## src/rtl/neuron_alu_driver.sv

```systemverilog
// rtl/neuron_alu_driver.sv - sequences a combinational ALU slice through multiply/accumulate/threshold per neuron
// Optional thresholded-ReLU output: define NEURON_RELU_EN.
module neuron_alu_driver #(
    parameter int nBits = 32,
    parameter int CNT_W = 8
) (
    input  logic             clk,
    input  logic             rst_n,
    input  logic             start,
    input  logic [CNT_W-1:0] len,
    input  logic [nBits-1:0] threshold,
    input  logic             in_valid,
    output logic             in_ready,
    input  logic [nBits-1:0] in_a,
    input  logic [nBits-1:0] in_w,
    output logic [2:0]       alu_ctrl,
    output logic [nBits-1:0] alu_a,
    output logic [nBits-1:0] alu_c,
    input  logic [nBits-1:0] alu_result,
    output logic             busy,
    output logic             done,
    output logic [nBits-1:0] out_value,
    output logic             out_fire
);

    typedef enum logic [2:0] {IDLE, MUL, ACC, ACT, DONE} state_t;

    state_t           state;
    logic [CNT_W-1:0] cnt;
    logic [nBits-1:0] acc;
    logic [nBits-1:0] prod;
    logic [nBits-1:0] thr;

    always_ff @(posedge clk or negedge rst_n) begin
        if (!rst_n) begin
            state     <= IDLE;
            cnt       <= '0;
            acc       <= '0;
            prod      <= '0;
            thr       <= '0;
            out_value <= '0;
            out_fire  <= 1'b0;
        end else begin
            case (state)
                IDLE: begin
                    if (start) begin
                        cnt   <= len;
                        thr   <= threshold;
                        acc   <= '0;
                        state <= (len != '0) ? MUL : ACT;
                    end
                end
                MUL: begin
                    if (in_valid) begin
                        prod  <= alu_result;
                        state <= ACC;
                    end
                end
                ACC: begin
                    acc   <= alu_result;
                    cnt   <= cnt - 1'b1;
                    state <= (cnt == CNT_W'(1)) ? ACT : MUL;
                end
                ACT: begin
                    out_fire <= alu_result[0];
`ifdef NEURON_RELU_EN
                    out_value <= alu_result[0] ? acc : '0;
`else
                    out_value <= acc;
`endif
                    state <= DONE;
                end
                DONE:    state <= IDLE;
                default: state <= IDLE;
            endcase
        end
    end

    // Slice controls decode straight from the state register; MUL passes operands through.
    always_comb begin
        alu_ctrl = 3'b111;
        alu_a    = '0;
        alu_c    = '0;
        case (state)
            MUL: begin
                alu_ctrl = 3'b001;
                alu_a    = in_a;
                alu_c    = in_w;
            end
            ACC: begin
                alu_ctrl = 3'b000;
                alu_a    = prod;
                alu_c    = acc;
            end
            ACT: begin
                alu_ctrl = 3'b010;
                alu_a    = acc;
                alu_c    = thr;
            end
            default: begin
                alu_ctrl = 3'b111;
                alu_a    = '0;
                alu_c    = '0;
            end
        endcase
    end

    assign in_ready = (state == MUL);
    assign busy     = (state != IDLE);
    assign done     = (state == DONE);

endmodule

```

## config.mk

```make
export PLATFORM = sky130hd
export DESIGN_NAME = neuron_alu_driver
export DESIGN_NICKNAME = d
export VERILOG_FILES = /design/src/rtl/neuron_alu_driver.sv
export SDC_FILE = /design/constraint.sdc
export NUM_CORES = 1
export LEC_CHECK = 0
export ABC_AREA = 0
export BUFFER_PORTS_ARGS = -buffer_cell sky130_fd_sc_hd__clkbuf_2
export CAP_MARGIN = 30
export CELL_PAD_IN_SITES_DETAIL_PLACEMENT = 0
export CELL_PAD_IN_SITES_GLOBAL_PLACEMENT = 2
export CORE_MARGIN = 2
export CORE_UTILIZATION = 30
export CTS_BUF_LIST = sky130_fd_sc_hd__clkbuf_16
export CTS_CLUSTER_SIZE = 14
export DETAILED_ROUTE_END_ITERATION = 16
export PLACE_DENSITY = 0.88
export SKIP_CTS_REPAIR_TIMING = 1
export SYNTH_ARGS = -nofsm -noshare
export SYNTH_HDL_FRONTEND = slang
export SYNTH_SLANG_ARGS = --single-unit
```

## constraint.sdc

```tcl
create_clock -name clk -period 2.21 [get_ports clk]
set_input_delay 0.442 -clock clk [delete_from_list [all_inputs] [get_ports clk]]
set_output_delay 0.442 -clock clk [all_outputs]
set_load 0.02 [all_outputs]
```

==> flow_summary.ini, run 1 <==
[run_status]
run_status = finished with violations
violated_checks = negative setup slack

[place]
place_congestion = 0.792
placed_cell_area_sq_um = 8830
hpwl_after_detailed_placement_um = 15300
buffer_ports.inserted = 242
placedCellCount = 1215

[drt]
initialDrtViolationCount = 218
met1_length_um = 9620
post_drt_via_cell_ratio = 4.78
routed_wirelength_um = 21900
route.met2.wl_um = 10800
route.detailed.drc = 0
met3WireLength_um = 1370
antenna_left = 0
routed.top_layer = met4
first_pass_iters = 4
route.vias.total = 6027
wire_per_inst_um = 17.4

[sta]
period_minus_slack_ps = 2310
post-route-worst-setup-slack_ps = -95.3
holdWs_ps = 256
tightestPinTransition_ps = 539
slew_violations = 0
setup_total_neg_slack_ps = -2500
fin_worst_skew_ps = 12.5
final_hold_viol_count = 0
finalSetupViolCount = 54
maxSlewHeadroom_pct = 63.8
finalCritPeriodShare_pct = 104
rsz0062_at_grt = yes
achievable-frequency_mhz = 434

[die]
floorplan.initialDensity_pct = 30.4
boundaryPins = 243
floorplan.die_area_sq_um = 24900
core_sq_um = 23300
die_w_um = 158
placementRows = 56
die-height_um = 158

[global_route]
grt_start_max_net_pins = 59
grt.overflow.total = 0
antenna_found_initial = 1
grt_pass1_vias = 6081
grtUsageTotal_pct = 17.4
wire_length_of_the_first_global_routing_pass_um = 33500

[min_path]
worst_hold_path_type = in -> reg

[synth]
seq_area_frac_synth_pct = 49.4
async_sr_flop_fraction_pct = 100
synth_flop_cell = sky130_fd_sc_hd__dfrtp_1
synthTopCellsByArea = sky130_fd_sc_hd__dfrtp_1 (49%), sky130_fd_sc_hd__mux2_2 (19%), sky130_fd_sc_hd__nor2_1 (5.4%)
synth.ff_latch_count = 140
syn-cell-area_sq_um = 7090
synth_enable_flop_cells = 0
synth_top_area_cell = sky130_fd_sc_hd__dfrtp_1
yosys.cell_types.count = 46
nets_in_the_synthesized_netlist = 824
fraction_of_post_synthesis_cell_area_in_the_top_cell_type_by_area_pct = 49.4
postSynthAreaPerCell_sq_um = 10.4
synth.yosys.warnings = 0
postSynthCellCount = 682

[critical_path]
setup.worst_path.end_class = primary output
largest_fanout_on_the_critical_path = 15
worst_setup_path_start_kind = flop
setup.worst_path.class = reg -> out
timing.critical_path.required_ps = 1770
critical_path_arrival_ps = 1860

[pwr]
powerDensity_nw_per_um2 = 1530
max-vdd-ir-drop_v = 0.000580
p_leak_nw = 4.86

[layout]
finalNetCount = 1070
most-common-layout-cells = sky130_fd_sc_hd__clkbuf_2 (190), sky130_fd_sc_hd__dfrtp_1 (137), sky130_fd_sc_hd__mux2_2 (121), sky130_fd_sc_hd__nor2_1 (102), sky130_fd_sc_hd__buf_4 (48)
multi_input_area_sq_um = 3360
layout.area.seq_sq_um = 3510
fillCellCount = 2359
final-instance-count-excl-fill = 1261
postLayoutCellArea_sq_um = 9880
layout-area-overhead-vs-synth_pct = 39.3
final_common_cell = sky130_fd_sc_hd__clkbuf_2
layout-drive-gt1-share_pct = 50.7
fin_util_pct = 42.3

[clock_tree]
cts_num_sinks = 140
clockBufferDepth = 2
ctsRootBufferMaster = sky130_fd_sc_hd__clkbuf_16
cts_max_level = 4
cts_buf_count = 17
cts.reportedPaths.clkPinSlew_ps = 60
worst_skew_pair.late_latency_ps = 410
cts_tree = built

[job]
drv_cap = 0
cells by family (layout without fill, tap and decap cells):
group | Yosys count | in the layout | share of synthesized area (%)
AOI/OAI and AO/OA | 156 | 156 | 14.5
muxes | 130 | 130 | 20.6
adders and majority gates | 2 | 2 | 0.353
DFF | 140 | 140 | 49.4
buffers and inverters | 91 | 350 | 5.49
and+or+nand+nor | 163 | 163 | 9.64
other | 0 | 1 | 0
through the flow:
step | setup WS (ps) | power, mW
2_1_floorplan | 178 | 8.91
3_3_place_gp | 213 | 11.3
3_5_place_dp | 199 | 11.4
4_1_cts | -246 | 14.6
5_1_grt | -195 | 16.1
6_report | -95.3 | 15.2
critical path, stage by stage (launching register included):
cell                      delay (ps)
sky130_fd_sc_hd__dfrtp_4         430
sky130_fd_sc_hd__buf_12          160
sky130_fd_sc_hd__buf_16          160
sky130_fd_sc_hd__mux2_2          350
sky130_fd_sc_hd__a21oi_1         140
sky130_fd_sc_hd__nor2_1           50
sky130_fd_sc_hd__buf_2           160
layout make-up:
type | count | area share [%]
repair buffers | 283 | 18.6
clock buffers | 17 | 4.31
inverters | 35 | 1.33
multi-input cells | 451 | 34.0
well taps | 319 | 4.04
flip-flops and latches | 140 | 35.6
clock inverters | 15 | 2.20
diodes | 1 | 0.0253
worst paths after layout:
path,from,endpoint,slack (ps),cells past startpoint
setup reg to reg,state[1],thr[6],240,7
setup / recovery,state[1],alu_c[23],-100,6
hold / removal,threshold[4],thr[4],260,2
min in group asynchronous,rst_n,thr[28],510,2
hold reg to reg,thr[9],thr[9],480,1
max in group asynchronous,rst_n,out_value[23],1020,3
flip-flops by register name, indices dropped and copies added (netlist names):
signal and count:
acc 32, out_value 32, prod 32, thr 32, cnt 8, state 3, out_fire 1
per-layer routing:
layer / GRT usage [%] / vias up
met1: 22.0 / 2965
li1: - / 2884
met3: 4.85 / 11
met2: 29.4 / 167
met5: 0 / -
met4: 4.07 / 0
Yosys cell counts, types with 6 or more instances:
library cell and instances:
sky130_fd_sc_hd__a21oi_1 41, sky130_fd_sc_hd__a22o_1 32, sky130_fd_sc_hd__a22oi_1 32, sky130_fd_sc_hd__buf_1 6, sky130_fd_sc_hd__buf_2 26, sky130_fd_sc_hd__clkbuf_1 20
sky130_fd_sc_hd__dfrtp_1 140, sky130_fd_sc_hd__inv_1 35, sky130_fd_sc_hd__mux2_1 7, sky130_fd_sc_hd__mux2_2 121, sky130_fd_sc_hd__nand2_1 38, sky130_fd_sc_hd__nor2_1 102
sky130_fd_sc_hd__o21ai_0 35
power by group:
group | total (mW) | leakage, nW | switching, mW | internal, mW
logic | 7.56 | 2.79 | 4.11 | 3.45
clock network | 3.14 | 0.317 | 1.14 | 2.01
registers | 4.45 | 1.75 | 0.761 | 3.69
Power figures use the tool's default switching activity.
==> inputs of run 2 (changes only) <==
- clock period: 2.21 -> 2.78 ns (I/O delays scaled with it)
==> run 2 against run 1 <==
Effect of this change:
- the run now ends clean
- sequential share of layout area up 2.0 points
- register-to-register slack gained 580 ps
- die area is the same
- sequential power is 20% lower
- setup slack improved by 210 ps
- clock skew fell by 5.8 ps
- first-iteration DRC count is 28% higher
- largest power group unchanged
==> flow_summary.ini, run 2 (synthesis results as in run 1) <==
[layout]
antenna_cells_inserted = 0
final_common_cell = sky130_fd_sc_hd__clkbuf_2
layout-drive-gt1-share_pct = 46.5
layout-area-overhead-vs-synth_pct = 31.8
fillCellCount = 2381
most-common-layout-cells = sky130_fd_sc_hd__clkbuf_2 (241), sky130_fd_sc_hd__dfrtp_1 (137), sky130_fd_sc_hd__mux2_2 (121), sky130_fd_sc_hd__nor2_1 (102), sky130_fd_sc_hd__a21oi_1 (41)
postLayoutCellArea_sq_um = 9340
finalNetCount = 1053

[global_route]
grt_start_max_net_pins = 66
antenna_found_initial = 0
grt.overflow.total = 0
wire_length_of_the_first_global_routing_pass_um = 33200
globalRoute.busiestLayer = met2
grtUsageMet3_pct = 5.01
grtUsageTotal_pct = 17.5
grt_pass1_vias = 5968
use_met2_pct = 30.0
grtUsageMet1_pct = 21.3

[die]
boundaryPins = 243
core_sq_um = 23300
placementRows = 56
die-height_um = 158
floorplan.die_area_sq_um = 24900
floorplan.initialDensity_pct = 30.4
die_w_um = 158

[critical_path]
setup.worst_path.end_class = primary output
timing.critical_path.required_ps = 2220
critical_path_arrival_ps = 2110
worst_setup_path_start_kind = flop
setup.worst_path.class = reg -> out
largest_fanout_on_the_critical_path = 50
rr_worst_depth = 4
r2r-start = state[1]
r2r_end = prod[24]
setup.reg_to_reg.worst_slack_ps = 820

[drt]
initialDrtViolationCount = 278
antenna_left = 0
wire_per_inst_um = 17.3
routed_wirelength_um = 21500
post_drt_via_cell_ratio = 4.76
route.vias.total = 5912
first_pass_iters = 4
route.detailed.drc = 0

[sta]
slew_violations = 0
finalSetupViolCount = 0
period_minus_slack_ps = 2670
setup_total_neg_slack_ps = 0
rsz0062_at_grt = no
final_hold_viol_count = 0
achievable-frequency_mhz = 375
holdWs_ps = 99.3
maxSlewHeadroom_pct = 62.8
finalCritPeriodShare_pct = 95.9
fin_worst_skew_ps = 6.72
tightestPinTransition_ps = 559

[job]
drv_cap = 0

[place]
buffer_ports.inserted = 242
place_congestion = 0.762
hpwl_after_detailed_placement_um = 15300
placed_cell_area_sq_um = 8710

[clock_tree]
clockBufferDepth = 2
cts.reportedPaths.clkPinSlew_ps = 60
worst_skew_pair.late_latency_ps = 420
cts_buf_count = 17
cts_num_sinks = 140
cts_tree = built
ctsRootBufferMaster = sky130_fd_sc_hd__clkbuf_16
cts_max_level = 4

[min_path]
worst_hold_path_type = in -> async

[pwr]
p_leak_nw = 4.64
max-vdd-ir-drop_v = 0.000476
powerDensity_nw_per_um2 = 1200
power_mw = 11.2

[run_status]
run_status = complete, no violations
==> run 2: power breakdown <==
| group | switching (mW) | internal [mW] |
|---|---|---|
| combinational | 3.03 | 2.21 |
| clock | 0.949 | 1.43 |
| sequential | 0.641 | 2.93 |
==> run 2: worst max-delay path by stage <==
stage	slack [ps]	end	startpoint
global placement	550	alu_a[14]	state[1]
global route	30	alu_c[4]	state[1]
finish	110	alu_c[23]	state[1]
detailed placement	530	alu_a[20]	state[1]
CTS	60	alu_a[20]	state[1]
floorplan	630	alu_c[31]	state[1]
==> run 2: critical path, cell delays in order (launching register included) <==
cell,delay [ps]
sky130_fd_sc_hd__dfrtp_4,630
sky130_fd_sc_hd__buf_12,270
sky130_fd_sc_hd__mux2_2,370
sky130_fd_sc_hd__a21oi_1,140
sky130_fd_sc_hd__nor2_1,60
sky130_fd_sc_hd__clkbuf_2,160
==> run 2: metrics by stage <==
stage                     util (%)  instances  setup slack, ps
after global placement        37.3       1209              554
after floorplan                  -        682              634
final                         40.0       1243              113
after CTS                     40.0       1241             64.2
after detailed placement      37.3       1209              527
after global routing          40.0       1243             34.8
==> run 2: per-layer routing <==
metal  vias up  routed length (um)
met1      2878                9160
li1       2848                   -
met2       166               10700
met3        20                1310
met4         0                 316
met5         -                   0
==> run 2: layout make-up <==
class	instances	area, sq um	share of cell area, %
Sequential cell	140	3510	37.6
Multi-Input combinational cell	451	3230	34.5
Timing Repair Buffer	266	1460	15.6
Clock buffer	17	425	4.55
Tap cell	319	399	4.27
Clock inverter	15	186	2.00
Inverter	35	131	1.41
